[config.mk]
export PLATFORM = sky130hd
export DESIGN_NAME = mat_acc_core
export DESIGN_NICKNAME = d
export VERILOG_FILES = /design/src/rtl/mat_acc_core.sv
export SDC_FILE = /design/constraint.sdc
export NUM_CORES = 2
export LEC_CHECK = 0
export ABC_CLOCK_PERIOD_IN_PS = 23800
export CAP_MARGIN = 20
export CELL_PAD_IN_SITES_DETAIL_PLACEMENT = 1
export CELL_PAD_IN_SITES_GLOBAL_PLACEMENT = 1
export CORE_MARGIN = 1.5
export CORE_UTILIZATION = 55
export DETAILED_ROUTE_END_ITERATION = 7
export GPL_ROUTABILITY_DRIVEN = 0
export HOLD_SLACK_MARGIN = 0.03
export PLACE_DENSITY = 0.83
export SETUP_SLACK_MARGIN = 0.2
export SYNTH_ARGS = -nofsm -noshare
export SYNTH_HDL_FRONTEND = slang
export SYNTH_SLANG_ARGS = --single-unit
export TNS_END_PERCENT = 5
[constraint.sdc]
create_clock -name clk -period 23.8 [get_ports clk]
set_clock_uncertainty 0.2 [all_clocks]
set_input_delay 4.76 -clock clk [delete_from_list [all_inputs] [get_ports clk]]
set_output_delay 4.76 -clock clk [all_outputs]
set_load 0.03 [all_outputs]
[src/rtl/mat_acc_core.sv]
// Memory-mapped int8 NxN matrix-multiply engine: operand banks A/B, int32 result bank C, CTRL/STATUS.
// Optional macro ACC_IRQ_EN adds the irq_o port and a stored CTRL.irq_en bit.
module mat_acc_core #(
    parameter int N          = 4,
    parameter int ADDR_WIDTH = 11,
    parameter int DATA_WIDTH = 32
) (
    input  logic                      clk,
    input  logic                      rstn_i,
    input  logic                      en_i,
    input  logic [ADDR_WIDTH-1:0]     addr_i,
    input  logic [DATA_WIDTH-1:0]     wdata_i,
    input  logic                      we_i,
    input  logic [DATA_WIDTH/8-1:0]   be_i,
    output logic [DATA_WIDTH-1:0]     rdata_o,
    output logic                      busy_o,
    output logic                      done_o
`ifdef ACC_IRQ_EN
    ,
    output logic                      irq_o
`endif
);

    localparam int NN    = N * N;
    localparam int NW    = (NN + 3) / 4;
    localparam int BYTES = DATA_WIDTH / 8;
    localparam int IW    = $clog2(N);
    localparam int EW    = $clog2(NN);

    // Word-address bases of the operand and result banks.
    localparam logic [31:0] A_BASE = 32'h40;
    localparam logic [31:0] B_BASE = 32'h80;
    localparam logic [31:0] C_BASE = 32'h100;

    typedef enum logic [2:0] {S_IDLE, S_CLR, S_MAC, S_STORE, S_DONE} state_t;

    state_t state_q, state_d;

    logic signed [7:0]  a_mem [NN];
    logic signed [7:0]  b_mem [NN];
    logic signed [31:0] c_mem [NN];

    logic [IW-1:0]      i_q, j_q, k_q;
    logic signed [31:0] acc_q;
    logic               done_q;
    logic               busy;
    logic [DATA_WIDTH-1:0] rdata_q, rd_next, ctrl_rd;

    logic [31:0] wa, a_off, b_off, c_off, op_base;
    logic        is_ctrl, is_stat, is_a, is_b, is_c;
    logic        wr_en, rd_en, start_acc, done_clr, op_wr_ok, last_elem;
    logic [EW-1:0] a_idx, b_idx, c_idx;
    logic        unused_addr;

    // Wrapping signed multiply-accumulate: 8x8 -> 16-bit product, mod 2^32 sum.
    function automatic logic signed [31:0] mac_step(input logic signed [31:0] acc,
                                                    input logic signed [7:0]  a,
                                                    input logic signed [7:0]  b);
        logic signed [15:0] prod;
        prod = a * b;
        return acc + {{16{prod[15]}}, prod};
    endfunction

    assign unused_addr = ^addr_i[1:0];
    assign wa      = 32'(addr_i[ADDR_WIDTH-1:2]);
    assign a_off   = wa - A_BASE;
    assign b_off   = wa - B_BASE;
    assign c_off   = wa - C_BASE;
    assign is_ctrl = (wa == 32'd0);
    assign is_stat = (wa == 32'd1);
    assign is_a    = (wa >= A_BASE) && (wa < A_BASE + 32'(NW));
    assign is_b    = (wa >= B_BASE) && (wa < B_BASE + 32'(NW));
    assign is_c    = (wa >= C_BASE) && (wa < C_BASE + 32'(NN));
    assign op_base = (is_a ? a_off : b_off) << 2;

    assign wr_en     = en_i & we_i;
    assign rd_en     = en_i & ~we_i;
    assign start_acc = wr_en & is_ctrl & be_i[0] & wdata_i[0] & (state_q == S_IDLE);
    assign done_clr  = wr_en & is_stat & be_i[0] & wdata_i[1];
    // Operands are frozen for the whole job, including the DONE cycle.
    assign op_wr_ok  = wr_en & (state_q == S_IDLE);
    assign last_elem = (i_q == IW'(N - 1)) && (j_q == IW'(N - 1));

    assign a_idx = EW'(32'(i_q) * N + 32'(k_q));
    assign b_idx = EW'(32'(k_q) * N + 32'(j_q));
    assign c_idx = EW'(32'(i_q) * N + 32'(j_q));

    always_ff @(posedge clk or negedge rstn_i) begin
        if (!rstn_i) begin
            state_q <= S_IDLE;
            done_q  <= 1'b0;
            rdata_q <= '0;
        end else begin
            state_q <= state_d;
            if (start_acc) begin
                done_q <= 1'b0;
            end else if (state_q == S_DONE) begin
                done_q <= 1'b1;
            end else if (done_clr) begin
                done_q <= 1'b0;
            end
            if (rd_en) begin
                rdata_q <= rd_next;
            end
        end
    end

    always_comb begin
        state_d = state_q;
        busy    = 1'b0;
        case (state_q)
            S_IDLE:  if (start_acc) state_d = S_CLR;
            S_CLR: begin
                busy    = 1'b1;
                state_d = S_MAC;
            end
            S_MAC: begin
                busy = 1'b1;
                if (k_q == IW'(N - 1)) state_d = S_STORE;
            end
            S_STORE: begin
                busy    = 1'b1;
                state_d = last_elem ? S_DONE : S_CLR;
            end
            S_DONE:  state_d = S_IDLE;
            default: state_d = S_IDLE;
        endcase
    end

    always_ff @(posedge clk or negedge rstn_i) begin
        if (!rstn_i) begin
            i_q   <= '0;
            j_q   <= '0;
            k_q   <= '0;
            acc_q <= '0;
        end else begin
            case (state_q)
                S_IDLE: if (start_acc) begin
                    i_q <= '0;
                    j_q <= '0;
                end
                S_CLR: begin
                    acc_q <= '0;
                    k_q   <= '0;
                end
                S_MAC: begin
                    acc_q <= mac_step(acc_q, a_mem[a_idx], b_mem[b_idx]);
                    k_q   <= k_q + 1'b1;
                end
                S_STORE: begin
                    if (j_q == IW'(N - 1)) begin
                        j_q <= '0;
                        i_q <= (i_q == IW'(N - 1)) ? '0 : i_q + 1'b1;
                    end else begin
                        j_q <= j_q + 1'b1;
                    end
                end
                default: ;
            endcase
        end
    end

    always_ff @(posedge clk or negedge rstn_i) begin
        if (!rstn_i) begin
            for (int e = 0; e < NN; e++) begin
                a_mem[e] <= '0;
                b_mem[e] <= '0;
                c_mem[e] <= '0;
            end
        end else begin
            if (op_wr_ok && (is_a || is_b)) begin
                for (int b = 0; b < BYTES; b++) begin
                    if (be_i[b] && (op_base + 32'(b) < 32'(NN))) begin
                        if (is_a) a_mem[EW'(op_base + 32'(b))] <= wdata_i[8*b +: 8];
                        else      b_mem[EW'(op_base + 32'(b))] <= wdata_i[8*b +: 8];
                    end
                end
            end
            if (state_q == S_STORE) begin
                c_mem[c_idx] <= acc_q;
            end
        end
    end

`ifdef ACC_IRQ_EN
    logic irq_en_q, irq_q;

    always_ff @(posedge clk or negedge rstn_i) begin
        if (!rstn_i) begin
            irq_en_q <= 1'b0;
            irq_q    <= 1'b0;
        end else begin
            if (wr_en && is_ctrl && be_i[0]) irq_en_q <= wdata_i[1];
            irq_q <= done_q & irq_en_q;
        end
    end

    assign ctrl_rd = {{(DATA_WIDTH-2){1'b0}}, irq_en_q, 1'b0};
    assign irq_o   = irq_q;
`else
    assign ctrl_rd = '0;
`endif

    always_comb begin
        rd_next = '0;
        if (is_ctrl) begin
            rd_next = ctrl_rd;
        end else if (is_stat) begin
            rd_next[1:0] = {done_q, busy};
        end else if (is_a || is_b) begin
            for (int b = 0; b < BYTES; b++) begin
                if (op_base + 32'(b) < 32'(NN)) begin
                    rd_next[8*b +: 8] = is_a ? a_mem[EW'(op_base + 32'(b))]
                                             : b_mem[EW'(op_base + 32'(b))];
                end
            end
        end else if (is_c) begin
            rd_next = c_mem[EW'(c_off)];
        end
    end

    assign rdata_o = rdata_q;
    assign busy_o  = busy;
    assign done_o  = done_q;

endmodule

After elaboration in Yosys (flattened, before gate mapping)
Index checks and enable logic that the tools add are counted.
- logic and storage cells: 250
- flip-flop bits (word level): 842
- output and inout bits: 34
- bits of input ports: 51
- equal/unequal tests: 11
- $add $sub $neg: 13
- multiplexer cells: 104
- bitwise operators: 19
- $lt $le $gt $ge: 23
- reductions and logical operators: 24
- multiply operators: 1
- operator list (cell ; count):
    128-bit two-way mux ; 22
    128-bit bitwise mux ; 8
    512-bit bitwise mux ; 1
    8-bit binary-select mux with 4-bit select ; 10
    8-bit two-way mux ; 32
    32-bit two-way mux ; 6
    32-bit binary-select mux with 4-bit select ; 1
    32-bit demux with 4-bit select ; 1
    8-bit demux with 4-bit select ; 4
    32-bit by 5-bit < comparator with 1-bit output (second input constant) ; 4
    32-bit by 2-bit adder with 32-bit output (second input constant) ; 2
    32-bit one-hot mux with 2 select lines ; 1
    30-bit two-way mux ; 2
    5-bit greater-or-equal comparator (second input constant) ; 8
    4-bit inverter with 5-bit output ; 8
    32-bit by 1-bit adder with 32-bit output (second input constant) ; 1
    32-bit adder ; 1
    32-bit zero test ; 1
    5-bit by 1-bit < comparator with 1-bit output (second input constant) ; 5
    8-bit by 8-bit multiplier with 16-bit output ; 1
    1-bit logical AND ; 14
    4-bit by 2-bit adder with 4-bit output ; 3
    2-bit one-hot mux with 2 select lines ; 3
    3-bit one-hot mux with 4 select lines ; 1
    other kinds (28) ; 55

Logic depth before layout (Yosys ltp)
- depth after elaboration: 23
- gate-level depth with buffers: 33
- depth with buffers taken out: 31

Worst setup path before layout
OpenSTA, ideal clock, no wires.
- path type: flip-flop to flip-flop
- start: register k_q[0]
- end: register acc_q[30]
- path buffers: 2
- arrival: 8.481 ns
- slack: 14.986 ns
- cell stages (with the launch flop): 31
- data required time: 23.467 ns
- clock period less this slack: 8.814 ns
- library setup time: 0.133 ns
- cells stage by stage: dfrtp_1 -> clkbuf_1 -> buf_1 -> mux4_2 -> mux4_2 -> and2_1 -> fa_1 -> inv_1 -> fa_1 -> inv_1 -> fa_1 -> inv_1 -> fa_1 -> inv_1 -> ha_1 -> o21ai_0 -> o21a_1 -> o21ai_0 -> a31o_2 -> a21oi_1 -> xnor2_1 -> ha_1 -> a21oi_1 -> o21ai_0 -> a21o_1 -> a221o_1 -> o21ai_0 -> nand2_1 -> a31oi_1 -> xor2_1 -> o21ai_0
- cells in the longest elaborated chain, start to end: 8
- elaborated cells between the ends (all ways): 13
- those cells by class: add/sub: 3; mul: 1; mux: 7; bitwise: 2
- ends and longest elaborated chain (item ; RTL line ; RTL):
    from (decl) ; 43 ; logic [IW-1:0] i_q, j_q, k_q;
    from (signal assigned) ; 148 ; k_q <= k_q + 1'b1;
    4-bit by 2-bit adder with 4-bit output, on equally long branches ; 84, 85 ;
    4-bit inverter with 5-bit output (not written as such) ; 147 ; acc_q <= mac_step(acc_q, a_mem[a_idx], b_mem[b_idx]);
    8-bit binary-select mux with 4-bit select ; 147 ;
    8-bit two-way mux (not written as such) (2 in a row) ; 147 ;
    8-bit by 8-bit multiplier with 16-bit output (*) ; 60 ; prod = a * b;
    32-bit adder (*) ; 61 ; return acc + {{16{prod[15]}}, prod};
    32-bit one-hot mux with 2 select lines (*) ; 137 ; case (state_q)
    to (signal assigned) ; 147 ;
    to (decl) ; 44 ; logic signed [31:0] acc_q;
Every way passes the cells marked *; elsewhere a longest branch is shown, timed or not. The select of a mux whose other input is x is not followed.
A chain may end at the register's enable or synchronous reset.

Worst setup path after layout
Same ends and word-level chain as after synthesis.

==> impl_results.md <==
- Non-filler instance count after layout: ~4.2k
- Main combinational cell family by area after synthesis: multiplexers
- Highest cell delay on the worst timing path: 750 ps
- Clock buffer depth: 3
- Post-synth top flop: dfrtp_1
- Warnings from Yosys: 0
- Initial Util: 0.559
- Crit Path Max Fanout: 29
- Most common cell after layout, fill and taps aside: dfrtp_1
- Final non-filler cell area: 0.0486 mm²
- Post-CTS setup buffer count: 0
- Register area share after synthesis: 0.484
- Status: finished clean
- Placed Cells: approximately 4k
- Tightest Pin Transition: ~1100 ps
- RSZ-0062 raised after global routing: false
- CP required: between 20,000 and 25,000 ps
- Avg Inst Size Synth: 14.4 µm²
- Row cnt: slightly above 100
- Vias in the first global route: between 30k and 40k
- Leakage power: between 20 and 25 nW
- Achievable clock frequency: around 100 MHz
- WL final: 136 mm
- TNS Setup: 0 ps
- Syn nets: 3,219
- Gr usage total: 0.341
- Worst VDD drop: between 0.06 and 0.07 mV
- RR Startpoint: k_q[0]
- Most frequent cells in the layout: dfrtp_1, mux2_2, mux4_2
- Pwr/cell area: about 63 mW/mm²
- Synth area leaders: dfrtp_1, mux2_2, mux4_2
- Min Clock Period, post-route: 9680 ps
- Area leader, netlist: dfrtp_1
- Post_cts resized: 0
- Hold crit path type: flop to flop
- Slew Limit Headroom: 0.292
- Clock latency on the worst-skew pair: between 600 and 700 ps
- Grt ovf: 0
- Final Hold Fails: 0
- Share of cells above drive strength 1: 0.406
- Post-synthesis cell count: approximately 3.0k
- DR WL/cell: approximately 32 µm
- XOR/XNOR Fraction of Synth Area: 0.00946
- Synth cell types: 63
- Residual DRC: 0
- Adder-cell share of the synthesized area: 0.0488
- CTS root buf: clkbuf_16
- PortBufs: 82
- Mapped cell area: about 0.044 mm²
- Crit path top cell by count: inv_1
- Largest net degree at the start of global routing: between 100 and 150
- CTS tree: done
- Area Growth Syn to Fin: 11.8%
- Crit path launch: k_q[0]
- Die ar.: ~0.081 mm²
- Via density: 6.71
- Worst Setup End Kind: flop
- Die X: about 280 µm
- Final setup fails: 0
- Clk sink count: ~840
- Crit path kind: flop to flop
- Post-synth EDFFs: 0
- Crit-path slowest cell: dfrtp_2
- Max Slew Vio Count: 0
- Die Y: 284 µm
- Max Cap Viol: 0
- Dpl cell area: between 0.04 and 0.05 mm²
- Yosys top cell area share: 0.484
- ANT nets after route: 0
- #FFs+latches synth: 842
- Worst-path clk slew: about 60 ps
- Post-synthesis mux area share: 0.348
- IO Pins: 85
- Initial DRC count: about 2.5k
- Compound-cell area share of the yosys netlist: 0.0384
- Final hold slack: 282 ps
- Vias: between 20k and 30k
- Nets@finish: ~3.2k
- First-pass GRT wire length: 206 mm
- Num CTS Buffers: 90
- Worst Hold Launch: rdata_o[24]
- Simple-gate area share of the yosys netlist: 0.0447
- Hold buffers post-CTS: 0
- Critical path data arrival time: approximately 10,000 ps
- Clock H-tree levels: 3
- Core ar.: 0.0778 mm²
- Pre-antenna DRT Iters: 7
- Total Power: 3.07 mW
- Async set or reset register ratio after synthesis: 1.00
- Worst Setup Start Kind: flop
- DPL Wire Length: between 80 and 90 mm
- Final critical-path share of the clock period: 0.407
- Antenna violations before repair: 7
==> per-stage QoR <==
step / setup WS, ps / utilization
after detailed placement: 14170 / 0.582
final: 14120 / 0.625
after CTS: 14040 / 0.623
after global placement: 14200 / 0.582
after floorplan: 14990 / -
after global routing: 13530 / 0.625
==> critical path, delay by kind of cell (launching register included) <==
kind,cells,cell delay [ps]
fa+ha+maj,6,2670
compound gates,10,2370
mux,2,1250
buf+inv,7,1190
flops,1,750
simple gates,3,660
xor+xnor,2,310
==> per-layer routing <==
metal	global-route usage	up-vias	part of all wire	wire length, µm
met4	0.164	4	0.053	7140
li1	-	11200	-	-
met3	0.0626	425	0.070	9490
met2	0.565	1270	0.50	67400
met5	0	-	0.00017	23
met1	0.436	15100	0.38	51600
==> flip-flops by register name, summed over array words and instances, names as in the netlist <==
name,cells
c_mem,512
a_mem,128
b_mem,128
acc_q,32
rdata_o,32
state_q,3
i_q,2
j_q,2
k_q,2
done_o,1
==> cell families (layout without fill, tap and decap cells) <==
kind of cell / count (synthesis) / after routing
flip-flops: 842 / 842
multiplexers: 1041 / 1041
other: 0 / 2
XOR/XNOR: 47 / 47
AO/OA/AOI/OAI: 285 / 285
adder cells (fa/ha/maj): 136 / 136
buffers and inverters: 298 / 400
AND/OR/NAND/NOR: 383 / 383
==> synth_stat cells, types with 3 or more instances <==
| cell type | instances |
|---|---|
| o21bai_1 | 10 |
| mux4_2 | 303 |
| dfrtp_1 | 842 |
| a22o_1 | 6 |
| and2_1 | 50 |
| ha_1 | 80 |
| a211oi_1 | 3 |
| mux2_2 | 697 |
| nand3_2 | 5 |
| nand3_1 | 8 |
| nand2_1 | 153 |
| nor2_2 | 16 |
| a31oi_1 | 32 |
| a21oi_1 | 72 |
| o21ai_1 | 3 |
| inv_1 | 102 |
| o21a_1 | 4 |
| nand2b_1 | 8 |
| o21ai_0 | 109 |
| xnor2_1 | 26 |
| nor2_1 | 66 |
| nor2b_1 | 35 |
| xor2_1 | 21 |
| mux2_1 | 40 |
| and3_1 | 4 |
| nor3_1 | 8 |
| buf_1 | 19 |
| a21o_1 | 21 |
| nand4_1 | 5 |
| or2_2 | 4 |
| o211ai_1 | 5 |
| buf_2 | 25 |
| clkbuf_1 | 148 |
| buf_4 | 3 |
| fa_1 | 56 |
| nor2_4 | 6 |
==> final timing paths <==
path | to | slack [ps] | cells past startpoint
max in group asynchronous | a_mem[118] | 16000 | 4
worst max-delay path | acc_q[30] | 14120 | 30
min in group asynchronous | c_mem[163] | 4010 | 1
worst max register to register | acc_q[30] | 14120 | 30
worst min-delay path | rdata_o[24] | 280 | 2
worst min register to register | rdata_o[24] | 280 | 2
==> power breakdown <==
group          leakage (nW)  switching [mW]  total (mW)  internal [mW]
logic                  9.89          0.0734       0.101         0.0273
registers              11.7       0.0000947        1.43           1.43
clock network          1.60           0.624        1.54          0.918
==> final cells by class <==
class	instances	area, µm²
Fill cell	7051	29200
Multi-Input combinational cell	1892	21300
Sequential cell	842	21100
Clock buffer	119	2530
Tap cell	1040	1300
Timing Repair Buffer	131	1280
Clock inverter	47	716
Inverter	103	387
Antenna cell	2	5.00
(Power assumes the default switching activity.)
